### src/rtl/key_pkg.sv
// Shared definitions for the keypad event sequencer: key code width and FSM state encoding.
package key_pkg;

    localparam int CODE_W = 4;

    typedef enum logic [1:0] {
        S_IDLE    = 2'b00,
        S_CAPTURE = 2'b01,
        S_HELD    = 2'b10,
        S_RELEASE = 2'b11
    } key_state_t;

endpackage

### src/rtl/key_fifo.sv
// Small synchronous FIFO with a registered head output (no fall-through), sync clear and occupancy count.
module key_fifo
    import key_pkg::*;
#(
    parameter int DEPTH = 4,
    parameter int WIDTH = CODE_W
) (
    input  logic                   CLK,
    input  logic                   rst,
    input  logic                   push,
    input  logic                   pop,
    input  logic                   clr,
    input  logic [WIDTH-1:0]       din,
    output logic [WIDTH-1:0]       dout,
    output logic [$clog2(DEPTH):0] count,
    output logic                   full,
    output logic                   empty
);

    localparam int PW = $clog2(DEPTH);
    localparam int CW = $clog2(DEPTH) + 1;
    localparam logic [CW-1:0] FULL_CNT = CW'(DEPTH);

    logic [WIDTH-1:0] mem [DEPTH];
    logic [PW-1:0]    wr_ptr;
    logic [PW-1:0]    rd_ptr;
    logic [PW-1:0]    rd_next;
    logic             wr_en;
    logic             rd_en;

    assign full    = (count == FULL_CNT);
    assign empty   = (count == '0);
    assign wr_en   = push && (!full || pop) && !clr;
    assign rd_en   = pop && !empty && !clr;
    assign rd_next = rd_en ? rd_ptr + PW'(1) : rd_ptr;

    always_ff @(posedge CLK) begin
        if (wr_en)
            mem[wr_ptr] <= din;
    end

    // The head register bypasses the write data when the incoming entry becomes the new head.
    always_ff @(posedge CLK or negedge rst) begin
        if (!rst) begin
            wr_ptr <= '0;
            rd_ptr <= '0;
            count  <= '0;
            dout   <= '0;
        end else if (clr) begin
            wr_ptr <= '0;
            rd_ptr <= '0;
            count  <= '0;
            dout   <= '0;
        end else begin
            if (wr_en)
                wr_ptr <= wr_ptr + PW'(1);
            rd_ptr <= rd_next;
            case ({wr_en, rd_en})
                2'b10:   count <= count + CW'(1);
                2'b01:   count <= count - CW'(1);
                default: count <= count;
            endcase
            if (wr_en && (wr_ptr == rd_next))
                dout <= din;
            else
                dout <= mem[rd_next];
        end
    end

endmodule

### src/rtl/key_event_ctrl.sv
// Turns the scanner's level key-valid into one event per physical press and queues events for a consumer.
module key_event_ctrl
    import key_pkg::*;
#(
    parameter int DEPTH      = 4,
    parameter int REL_CYCLES = 16
) (
    input  logic                   CLK,
    input  logic                   rst,
    input  logic                   key_en,
    input  logic [CODE_W-1:0]      key_code,
    input  logic                   clr,
    output logic [CODE_W-1:0]      code_out,
    output logic                   code_valid,
    input  logic                   code_ready,
    output logic [$clog2(DEPTH):0] count,
    output logic                   overflow,
    output logic [1:0]             state_view
);

    localparam int RW = $clog2(REL_CYCLES);
    localparam logic [RW-1:0] REL_LAST = RW'(REL_CYCLES - 1);

    key_state_t        state;
    logic [RW-1:0]     rel_cnt;
    logic [CODE_W-1:0] cap_reg;
    logic              push;
    logic              pop;
    logic              full;
    logic              empty;

    assign push       = (state == S_CAPTURE);
    assign pop        = code_valid && code_ready;
    assign code_valid = !empty;
    assign state_view = state;

    // The release counter starts at 1 because the HELD->RELEASE edge already saw one low cycle.
    always_ff @(posedge CLK or negedge rst) begin
        if (!rst) begin
            state   <= S_IDLE;
            rel_cnt <= '0;
            cap_reg <= '0;
        end else begin
            case (state)
                S_IDLE: begin
                    if (key_en) begin
                        cap_reg <= key_code;
                        state   <= S_CAPTURE;
                    end
                end
                S_CAPTURE: state <= S_HELD;
                S_HELD: begin
                    if (!key_en) begin
                        rel_cnt <= RW'(1);
                        state   <= S_RELEASE;
                    end
                end
                S_RELEASE: begin
                    if (key_en) begin
                        state <= S_HELD;
                    end else if (rel_cnt == REL_LAST) begin
                        rel_cnt <= '0;
                        state   <= S_IDLE;
                    end else begin
                        rel_cnt <= rel_cnt + RW'(1);
                    end
                end
                default: state <= S_IDLE;
            endcase
        end
    end

    always_ff @(posedge CLK or negedge rst) begin
        if (!rst)
            overflow <= 1'b0;
        else if (clr)
            overflow <= 1'b0;
        else if (push && full && !pop)
            overflow <= 1'b1;
    end

    key_fifo #(
        .DEPTH (DEPTH),
        .WIDTH (CODE_W)
    ) u_fifo (
        .CLK   (CLK),
        .rst   (rst),
        .push  (push),
        .pop   (pop),
        .clr   (clr),
        .din   (cap_reg),
        .dout  (code_out),
        .count (count),
        .full  (full),
        .empty (empty)
    );

endmodule

### config.mk
export PLATFORM = sky130hd
export DESIGN_NAME = key_event_ctrl
export DESIGN_NICKNAME = d
export VERILOG_FILES = /design/src/rtl/key_pkg.sv /design/src/rtl/key_fifo.sv /design/src/rtl/key_event_ctrl.sv
export SDC_FILE = /design/constraint.sdc
export NUM_CORES = 1
export LEC_CHECK = 0
export BUFFER_PORTS_ARGS = -buffer_cell sky130_fd_sc_hd__buf_2
export CAP_MARGIN = 20
export CELL_PAD_IN_SITES_DETAIL_PLACEMENT = 1
export CELL_PAD_IN_SITES_GLOBAL_PLACEMENT = 1
export CORE_ASPECT_RATIO = 0.75
export CORE_MARGIN = 3
export CORE_UTILIZATION = 47
export DETAILED_ROUTE_END_ITERATION = 7
export GPL_TIMING_DRIVEN = 0
export PLACE_DENSITY_LB_ADDON = 0.1
export SLEW_MARGIN = 20
export SYNTH_ARGS = -nofsm -noshare
export SYNTH_HDL_FRONTEND = slang
export SYNTH_SLANG_ARGS = --single-unit
### constraint.sdc
create_clock -name CLK -period 3.25 [get_ports CLK]
set_input_delay 0 -clock CLK [delete_from_list [all_inputs] [get_ports CLK]]
set_output_delay 0 -clock CLK [all_outputs]
set_load 0.02 [all_outputs]
Yosys cells after proc, flatten, opt, wreduce, memory -nomap -nowiden --
Memory sizes are Yosys's and may differ from the RTL's. Cells that the tools add are included.
Storage, ports and cells: register bits 22, latch bits 0, memory bits (writable) 16, ROM bits 0, input bits 9, output and inout bits 11, word-level logic and storage cells 69, memories kept 1
Memory list:
- u_fifo.mem | words 4, bits a word 4, read ports 1, clocked after memory_dff 0, wr ports 1, line key_fifo.sv:24 | logic [WIDTH-1:0] mem [DEPTH];
Operators by class: $add $sub $neg 5, $mul 0, div/mod/pow operators 0, order comparisons 0, equality and inequality tests 12, shift operators 0, multiplexer cells 21, bitwise gates (word level) 0, reduce and logical (&&, ||, !) cells 22
Operator list (number):
- $mux W4 | 5
- $mux W2 | 8
- $logic_and A1 B1 Y1 | 8
- $pmux W2 S4 | 1
- $pmux W4 S2 | 1
- $eq A2 B2 Y1 const B | 3
- $ne A2 B2 Y1 const B | 3
- $pmux W3 S2 | 1
- $reduce_and A3 Y1 | 2
- $reduce_bool A2 Y1 | 3
- $add A2 B1 Y2 const B | 2
- $add A4 B1 Y4 const B | 1
- $eq A2 B1 Y1 const B | 2
- $eq A4 B4 Y1 const B | 1
- $logic_not A1 Y1 | 4
- $mux W1 | 4
- $add A3 B1 Y3 const B | 1
- $eq A3 B3 Y1 const B | 1
- $logic_not A3 Y1 | 1
- $mux W3 | 1
- $ne A3 B3 Y1 const B | 1
- $reduce_bool A3 Y1 | 1
- $sub A3 B1 Y3 const B | 1
- $eq A2 B2 Y1 | 1
- 3 further kinds | 3

Longest topological paths before layout --
Gate-level depths: netlist of the first run.
depth after elaboration 10, depth in mapped cells 9, depth with buffers taken out 8

Cells and area by module --
Synthesis of the first run repeated with hierarchy kept, for this count alone.
Second synthesis, totals: cell total of the unflattened synthesis 189, area, all modules 2184.6 um^2
By module, submodules not included:
- key_fifo | times used 1, cells an instance 142, area each 1637.8 um^2, sequential area each 755.7 um^2
- key_event_ctrl | times used 1, cells an instance 47, area each 546.8 um^2, sequential area each 275.3 um^2

Least setup slack after synthesis of the first run --
No wires, ideal clock.
kind register -> register, start register u_fifo.count[1], end register u_fifo.count[2], setup time 133 ps, data arrival time 2249 ps, required time 3117 ps, slack 868 ps, cell stages (with the launch flop) 9, path buffers 0, clock period less this slack 2382 ps, path through dfrtp_1 > nor4b_4 > nor2_1 > nor3_1 > fa_1 > inv_1 > or4_1 > a21oi_1 > a311oi_1
On the way: longest elaborated chain between the ends 9, elaborated cells on any way between the ends 17, classes of those cells 2 x add/sub; 3 x eq/ne; 2 x mux; 10 x reduce/logical
Ends and longest elaborated chain:
- start: declaration | line key_fifo.sv:15 | output logic [$clog2(DEPTH):0] count,
- start signal: assignment | line key_fifo.sv:59 | 2'b10: count <= count + CW'(1);
- start signal: assignment | line key_fifo.sv:60 | 2'b01: count <= count - CW'(1);
- start signal: assignment | line key_fifo.sv:61 | default: count <= count;
- $logic_not A3 Y1 | line key_fifo.sv:32 | assign empty = (count == '0);
- $logic_not A1 Y1 | line key_fifo.sv:34, key_event_ctrl.sv:34
- $logic_and A1 B1 Y1 | line key_event_ctrl.sv:33 | assign pop = code_valid && code_ready;
- $logic_or A1 B1 Y1 | line key_fifo.sv:33 | assign wr_en = push && (!full || pop) && !clr;
- $logic_and A1 B1 Y1 (2 in series) | line key_fifo.sv:33
- $eq A2 B1 Y1 / $eq A2 B2 Y1 (equally long branches) | line key_fifo.sv:58 | case ({wr_en, rd_en})
- $pmux W3 S2 | line key_fifo.sv:58
- $mux W3 | line key_fifo.sv:49 | end else if (clr) begin
Parallel ways exist; a longest one is shown, timed or not. A chain may end at the register's enable or synchronous reset.

Final worst setup path of the first run --
Ends and elaborated chain as after synthesis.

==> results.txt, run 1 <==
outcome - finished clean
maximum net fanout on the critical path - 6
NumNets Final - 217
synthesized instance count - 171
area fraction in compound gates after synthesis - 11.0%
detail-routed via count per cell - 5.53
pre-CTS setup slack - 0.686 ns
Clock transition at path regs - 0.08 ns
number of setup buffers added after CTS - 0
HP Class - in2reg
deepest clock path buffer count - 2
endpoint of the worst hold-timing path - rel_cnt[2]$_DFFE_PN0P_
total track usage - 20.9%
area occupied by registers - 1030 um^2
top-level I/O count - 20
count of final setup violators - 0
worst flop-to-flop path endpoint - u_fifo.count[2]$_DFFE_PN0P_
Slew Viols, Final - 0
standard-cell rows - 20
wire length reported by the detailed router - 4690 um
vertical extent of the die - 62.9 um
transition time at the pin with the least slew margin - 0.517 ns
pin count of the biggest net entering global routing - 23
RR Startpoint - u_fifo.count[1]$_DFFE_PN0P_
Pre-antenna DRT Iters - 5
Post-CTS Resized - 0
power per unit of standard cell area - 573 nW/um^2
Multi-input gate area - 932 um^2
total congestion overflow after global routing - 0
Worst Setup Path Type - reg2reg
insertion delay of the later-clocked pin in the worst-skew pair - 0.30 ns
die area - 5160 um^2
cell leakage power - 0.000942 uW
final weighted congestion of routability-driven global placement - 0.835
flip-flop cell with the highest count after synthesis - sky130_fd_sc_hd__dfrtp_1
register containing the most flip-flops in the final layout - u_fifo.mem
effective utilization at floorplan - 49.5%
vias in the first global route - 1,574
clock tree from TritonCTS - built
Syn-to-layout area delta - 16.1%
commonest cells in the synthesized netlist - 22 x sky130_fd_sc_hd__dfrtp_1, 16 x sky130_fd_sc_hd__edfxtp_1, 15 x sky130_fd_sc_hd__mux2i_1
largest area contributor in the synthesized netlist - sky130_fd_sc_hd__dfrtp_1
Async SR Flop Fraction - 57.9%
sinks on the clock net - 38
Data arrival, critical path - 2.78 ns
Setup WS post-layout - 0.643 ns
cell with the most instances after synthesis - sky130_fd_sc_hd__dfrtp_1
core outline area - 4100 um^2
I/O Buffers - 19
final period utilization - 80.2%
Worst Setup End Kind - register
Achievable Freq - 0.384 GHz
routed wire length per instance - 18.2 um
hold violation total from the final report - 0
worst rel slew slack - 65.4%
fraction of final layout cells with drive strength greater than 1 - 22.7%
flip-flop count of the largest register after layout - 16
number of CTS-inserted buffers - 5
r2r setup slk - 0.64 ns
cell types occupying the most area after synthesis - sky130_fd_sc_hd__dfrtp_1 27%, sky130_fd_sc_hd__edfxtp_1 24%, sky130_fd_sc_hd__mux2i_1 7.4%
average instance area after synthesis - 11.9 um^2
Ys Warns - 0
number of H-tree levels - 2
Min Hold Slack - 0.0618 ns
data required time at the worst endpoint - 3.42 ns
start point of the critical path - u_fifo.count[1]$_DFFE_PN0P_
area share of the largest cell type after synthesis - 27.1%
Hold Crit Start - key_en
Setup crit start kind - register
die span in x - 81.9 um
Post-route DRC - 0
number of synthesized flops with an enable pin - 16
root buffer selected by CTS - sky130_fd_sc_hd__clkbuf_8
number of antenna violations at the first check in global routing - 0
Antenna Cells - 0
synthesized net count - 186
global-route wire length before repair - 8060 um
number of max-cap violations - 0
WHS Path Cells - 3
vias post-DR - 1,426
adder-cell share of the synthesized area - 4.06%
setup repair after global routing missed its margin - no
Synth Area in Simple Gates - 15.1%
post-synthesis xor/xnor area fraction - 3.26%
multiplexer area fraction after synthesis - 12.4%
Fill cells - 450
placed wire-length estimate - 3470 um
maximum clock skew at final layout - 0.00935 ns
Final ANT Viol Nets - 0
fraction of the yosys area taken by sequential cells - 50.7%
Final min period - 2.61 ns
number of different library cells in the post-synthesis netlist - 45
Post-CTS Hold Buffers - 5
worst-case reg-to-reg path depth - 8
Setup Total Neg Slack - 0 ns
largest family of logic cells by synthesized area - simple AND/OR/NAND/NOR gates
violation count after the first detailed-routing iteration - 74
maximum VDD drop - 0.000289 V
summed instance area of the synthesized netlist - 2030 um^2
total of flip-flops plus latches after synthesis - 38
## cell type report
cell class / count / share of cell area, %
Timing Repair Buffer: 24 / 6.15
Multi-Input combinational cell: 118 / 39.5
Inverter: 6 / 0.954
Buffer: 9 / 1.96
Clock buffer: 5 / 2.92
Tap cell: 55 / 2.92
Sequential cell: 38 / 43.7
Clock inverter: 3 / 1.91
## cell usage in the layout (no fill, tap or decap), types with 2 or more instances in the layout
master / n
sky130_fd_sc_hd__mux4_2: 2
sky130_fd_sc_hd__nand3_1: 4
sky130_fd_sc_hd__nand2b_1: 2
sky130_fd_sc_hd__mux2i_1: 15
sky130_fd_sc_hd__dlygate4sd3_1: 5
sky130_fd_sc_hd__and2_1: 5
sky130_fd_sc_hd__clkinvlp_4: 2
sky130_fd_sc_hd__ha_1: 5
sky130_fd_sc_hd__nor2b_1: 6
sky130_fd_sc_hd__or4_1: 4
sky130_fd_sc_hd__nor2_1: 12
sky130_fd_sc_hd__a21boi_1: 3
sky130_fd_sc_hd__edfxtp_1: 16
sky130_fd_sc_hd__a21oi_1: 6
sky130_fd_sc_hd__a211o_1: 3
sky130_fd_sc_hd__o21ai_1: 4
sky130_fd_sc_hd__dfrtp_1: 22
sky130_fd_sc_hd__nand2_1: 4
sky130_fd_sc_hd__nor3_1: 3
sky130_fd_sc_hd__mux2_2: 5
sky130_fd_sc_hd__xnor2_1: 4
sky130_fd_sc_hd__o21ai_0: 10
sky130_fd_sc_hd__clkbuf_8: 5
sky130_fd_sc_hd__clkbuf_1: 3
sky130_fd_sc_hd__buf_2: 23
sky130_fd_sc_hd__inv_1: 5
sky130_fd_sc_hd__a31oi_1: 2
sky130_fd_sc_hd__nand4_1: 2
## report_power, final
group / leakage (uW) / switching, uW / internal, uW
Sequential: 0.000441 / 51.9 / 536
Clock: 0.0000504 / 179 / 228
Combinational: 0.000450 / 195 / 162
Total: 0.000942 / 426 / 926
## how the worst max path moves through the flow
stage	endpoint	slack [ns]	cells after the start
finish	u_fifo.count[2]$_DFFE_PN0P_	0.64	8
global route	u_fifo.count[2]$_DFFE_PN0P_	0.42	8
CTS	u_fifo.count[2]$_DFFE_PN0P_	0.64	8
detailed placement	u_fifo.count[2]$_DFFE_PN0P_	0.69	8
global placement	u_fifo.count[2]$_DFFE_PN0P_	0.77	8
floorplan	u_fifo.count[2]$_DFFE_PN0P_	0.87	8
## logic make-up after synthesis
logic type,after synthesis
adders and majority gates,6
xor gates and xnor gates,6
and+or+nand+nor,50
muxes,22
AOI/OAI and AO/OA,34
buffers and inverters,15
DFF,38
## worst max-delay path: stages (launching register included)
cell and delay, ns:
sky130_fd_sc_hd__dfrtp_1 0.51, sky130_fd_sc_hd__nor4b_4 0.46, sky130_fd_sc_hd__nor2_1 0.23, sky130_fd_sc_hd__nor3_1 0.21, sky130_fd_sc_hd__fa_1 0.24, sky130_fd_sc_hd__inv_1 0.06, sky130_fd_sc_hd__or4_1 0.53, sky130_fd_sc_hd__a21oi_1 0.16
sky130_fd_sc_hd__a311oi_1 0.07
## per-layer routing
layer  part of all wire [%]  wire, um  global-route usage (%)
met4                    2.3       108                    8.51
met3                    3.9       181                    5.04
met2                     47      2200                    31.9
met1                     47      2200                    28.5
met5                      0         0                       0
## stage by stage
step / total power, uW / cells / instance area, um^2 / util [%]
finish: 1350 / 258 / 2360 / 57.5
global route: 1430 / 258 / 2360 / 57.5
CTS: 1360 / 258 / 2360 / 57.5
detailed placement: 952 / 245 / 2200 / 53.5
global placement: 930 / 245 / 2200 / 53.5
floorplan: 851 / 171 / 2030 / -
Power figures use the tool's default switching activity.
==> run 2, diff against run 1 <==
ABC_AREA = 1   (was unset)
CORE_UTILIZATION = 40   (was 47)
clock period = 2.2 ns   (was 3.25 ns; I/O delays follow)
==> run 2 against run 1 <==
Against the previous run:
- core utilization is 8.1 points lower
- critical path type unchanged
- first-iteration DRC count is 62% lower
- synthesized cell count is 16% higher
==> results.txt, run 2 <==
portion of total power attributed to combinational logic - 29.7% (+3.3 points)
internal power component - 1270 uW (+37%)
power share of the clock group - 25.1% (-5.0 points)
Ys Warns - 0 (unchanged)
routed wire length per instance - 14.4 um (-21%)
Final ANT Viol Nets - 0 (unchanged)
largest area contributor in the synthesized netlist - sky130_fd_sc_hd__dfrtp_1
number of max-cap violations - 0 (unchanged)
NumNets Final - 245 (+13%)
Min Hold Slack - 0.0320 ns (-0.0298 ns)
core outline area - 4550 um^2 (+11%)
commonest cells in the synthesized netlist - 34 x sky130_fd_sc_hd__nand2_1, 31 x sky130_fd_sc_hd__inv_1, 25 x sky130_fd_sc_hd__nor2_1
placed wire-length estimate - 3030 um (-13%)
summed instance area of the synthesized netlist - 1930 um^2 (-5.2%)
total congestion overflow after global routing - 0 (unchanged)
Syn-to-layout area delta - 16.6%
hold violation total from the final report - 0 (unchanged)
data required time at the worst endpoint - 2.40 ns (-1.02 ns)
HP Class - in2reg
die area - 5690 um^2 (+10%)
register containing the most flip-flops in the final layout - u_fifo.mem
number of CTS-inserted buffers - 5 (unchanged)
vias in the first global route - 1,551 (-1.5%)
commonest non-fill, non-tap cell in the layout - sky130_fd_sc_hd__nand2_1
area of all placed cells without fillers - 2250 um^2 (-4.8%)
sinks on the clock net - 38 (unchanged)
cell types occupying the most area after synthesis - sky130_fd_sc_hd__dfrtp_1 29%, sky130_fd_sc_hd__edfxtp_1 25%, sky130_fd_sc_hd__nand2_1 6.6%
met3 track utilization from global routing - 3.36% (-1.7 points)
final weighted congestion of routability-driven global placement - 0.832 (-0.30%)
I/O Buffers - 19 (unchanged)
vias post-DR - 1,406 (-1.4%)
power dissipated by switching net loads - 696 uW (+63%)
Pre-antenna DRT Iters - 4 (-1)
setup repair after global routing missed its margin - no
transition time at the pin with the least slew margin - 0.559 ns (+0.0420 ns)
fraction of final layout cells with drive strength greater than 1 - 19.9% (-2.7 points)
total power after layout - 1970 uW (+46%)
fraction of the yosys area taken by sequential cells - 53.5% (+2.8 points)
root buffer selected by CTS - sky130_fd_sc_hd__clkbuf_8
busiest grt layer - met2
violation count after the first detailed-routing iteration - 28 (-62%)
Data arrival, critical path - 2.17 ns (-0.61 ns)
top-level I/O count - 20 (unchanged)
Worst Setup Path Type - reg2reg
effective utilization at floorplan - 42.4% (-7.2 points)
met1 usage in global routing - 22.4% (-6.1 points)
wire length reported by the detailed router - 4160 um (-11%)
number of synthesized flops with an enable pin - 16 (unchanged)
synthesized instance count - 198 (+16%)
total of flip-flops plus latches after synthesis - 38 (unchanged)
final period utilization - 89.5% (+9.3 points)
Final min period - 1.97 ns (-0.638 ns)
flip-flop cell with the highest count after synthesis - sky130_fd_sc_hd__dfrtp_1
Worst Setup End Kind - register
area share of the largest cell type after synthesis - 28.6% (+1.5 points)
number of antenna violations at the first check in global routing - 0 (unchanged)
Setup Total Neg Slack - 0 ns (unchanged)
maximum clock skew at final layout - 0.00247 ns (-0.00688 ns)
placed inst area - 2090 um^2 (-4.7%)
Slew Viols, Final - 0 (unchanged)
switching share of power - 35.4% (+3.8 points)
GRT met2 Usage - 28.1% (-3.8 points)
flip-flop count of the largest register after layout - 16 (unchanged)
Post-route DRC - 0 (unchanged)
number of different library cells in the post-synthesis netlist - 29 (-36%)
maximum VDD drop - 0.000523 V (+81%)
Achievable Freq - 0.508 GHz (+32%)
maximum net fanout on the critical path - 4 (-2)
Clock transition at path regs - 0.07 ns (about the same)
commonest cells after routing, fill and taps aside - 34 x sky130_fd_sc_hd__nand2_1, 31 x sky130_fd_sc_hd__inv_1, 25 x sky130_fd_sc_hd__nor2_1
synthesized net count - 213 (+15%)
total track usage - 16.9% (-4.1 points)
outcome - finished clean
Async SR Flop Fraction - 57.9% (unchanged)
detail-routed via count per cell - 4.88 (-12%)
vertical extent of the die - 66.1 um (+5.0%)
sequential fraction of design power - 45.1% (+1.6 points)
count of final setup violators - 0 (unchanged)
Antenna Cells - 0 (unchanged)
number of H-tree levels - 2 (unchanged)
die span in x - 86.1 um (+5.1%)
cell with the most instances after synthesis - sky130_fd_sc_hd__nand2_1
insertion delay of the later-clocked pin in the worst-skew pair - 0.28 ns (-0.02 ns)
cell leakage power - 0.00104 uW (+11%)
power per unit of standard cell area - 876 nW/um^2 (+53%)
post-layout instance count excluding filler cells - 288 (+12%)
worst rel slew slack - 62.7% (-2.7 points)
Setup crit start kind - register
dpl cells - 274 (+12%)
number of setup buffers added after CTS - 0 (unchanged)
average instance area after synthesis - 9.73 um^2 (-18%)
standard-cell rows - 21 (+5.0%)
clock tree from TritonCTS - built
deepest clock path buffer count - 2 (unchanged)
pin count of the biggest net entering global routing - 23 (unchanged)
global-route wire length before repair - 7320 um (-9.2%)
## run 2: metrics by stage
| step | util [%] | setup slack (ns) |
|---|---|---|
| after global placement | 46.0 | 0.261 |
| final | 49.4 | 0.231 |
| after detailed placement | 46.0 | 0.147 |
| after CTS | 49.4 | 0.115 |
| after global routing | 49.4 | 0.0292 |
| after floorplan | - | 0.277 |
## run 2: worst paths after layout
path / startpoint / end / slack, ns / depth (start not counted)
setup / recovery: state_view[1]$_DFFE_PN0P_ / u_fifo.count[2]$_DFFE_PN0P_ / 0.23 / 11
hold / removal: key_en / state_view[1]$_DFFE_PN0P_ / 0.03 / 3
setup reg to reg: state_view[1]$_DFFE_PN0P_ / u_fifo.count[2]$_DFFE_PN0P_ / 0.23 / 11
hold reg to reg: overflow$_DFFE_PN0P_ / overflow$_DFFE_PN0P_ / 0.51 / 1
max in group asynchronous: rst / u_fifo.count[0]$_DFFE_PN0P_ / 1.57 / 2
min in group asynchronous: rst / u_fifo.wr_ptr[0]$_DFFE_PN0P_ / 0.23 / 2
## run 2: layer usage
layer,part of all wire (%),vias up
met5,0,-
met4,0.65,0
met3,2.6,4
met2,48,16
met1,49,689
li1,-,697
## run 2: power groups by stage
stage | Clock [uW] | Combinational (uW) | Sequential, uW
floorplan | 0 | 370 | 938
global placement | 0 | 565 | 894
detailed placement | 0 | 582 | 901
CTS | 506 | 596 | 887
global route | 536 | 657 | 904
finish | 495 | 585 | 888
## run 2: final cells by class
class / count / area, um^2
clock inverters: 1 / 5.00
repair buffers: 25 / 155
clock buffers: 7 / 86.3
plain buffers: 1 / 3.75
multi-input cells: 126 / 767
inverters: 33 / 124
flip-flops and latches: 38 / 1030
well taps: 57 / 71.3
fillers: 547 / 2300
## run 2: worst max-delay path, cell delays in order, from the launching register on
cell                      delay (ns)
sky130_fd_sc_hd__dfrtp_1        0.41
sky130_fd_sc_hd__inv_1          0.09
sky130_fd_sc_hd__nand2_1        0.07
sky130_fd_sc_hd__inv_1          0.07
sky130_fd_sc_hd__nand2_2        0.09
sky130_fd_sc_hd__nand3_1        0.16
sky130_fd_sc_hd__inv_1          0.07
sky130_fd_sc_hd__fa_1           0.38
sky130_fd_sc_hd__xnor2_1        0.19
sky130_fd_sc_hd__xor2_1         0.16
sky130_fd_sc_hd__nand3_1        0.08
sky130_fd_sc_hd__o21ai_0        0.11
## run 2: what timing repair did
| action | 4_1_cts | 5_1_grt |
|---|---|---|
| endpoints found under the setup margin | 0 | 1 |
| gates resized for setup | 0 | 2 |
| endpoints found under the hold margin | 28 | 0 |
| hold buffers | 6 | 0 |
## run 2: logic make-up (layout without fill, tap and decap cells)
family / Yosys count / after routing / share of synthesized area [%]
fa+ha+maj: 6 / 6 / 4.29
simple gates: 100 / 100 / 28.7
flops: 38 / 38 / 53.5
mux: 1 / 1 / 0.520
xor+xnor: 4 / 4 / 1.82
buf+inv: 34 / 67 / 6.63
compound gates: 15 / 15 / 4.55
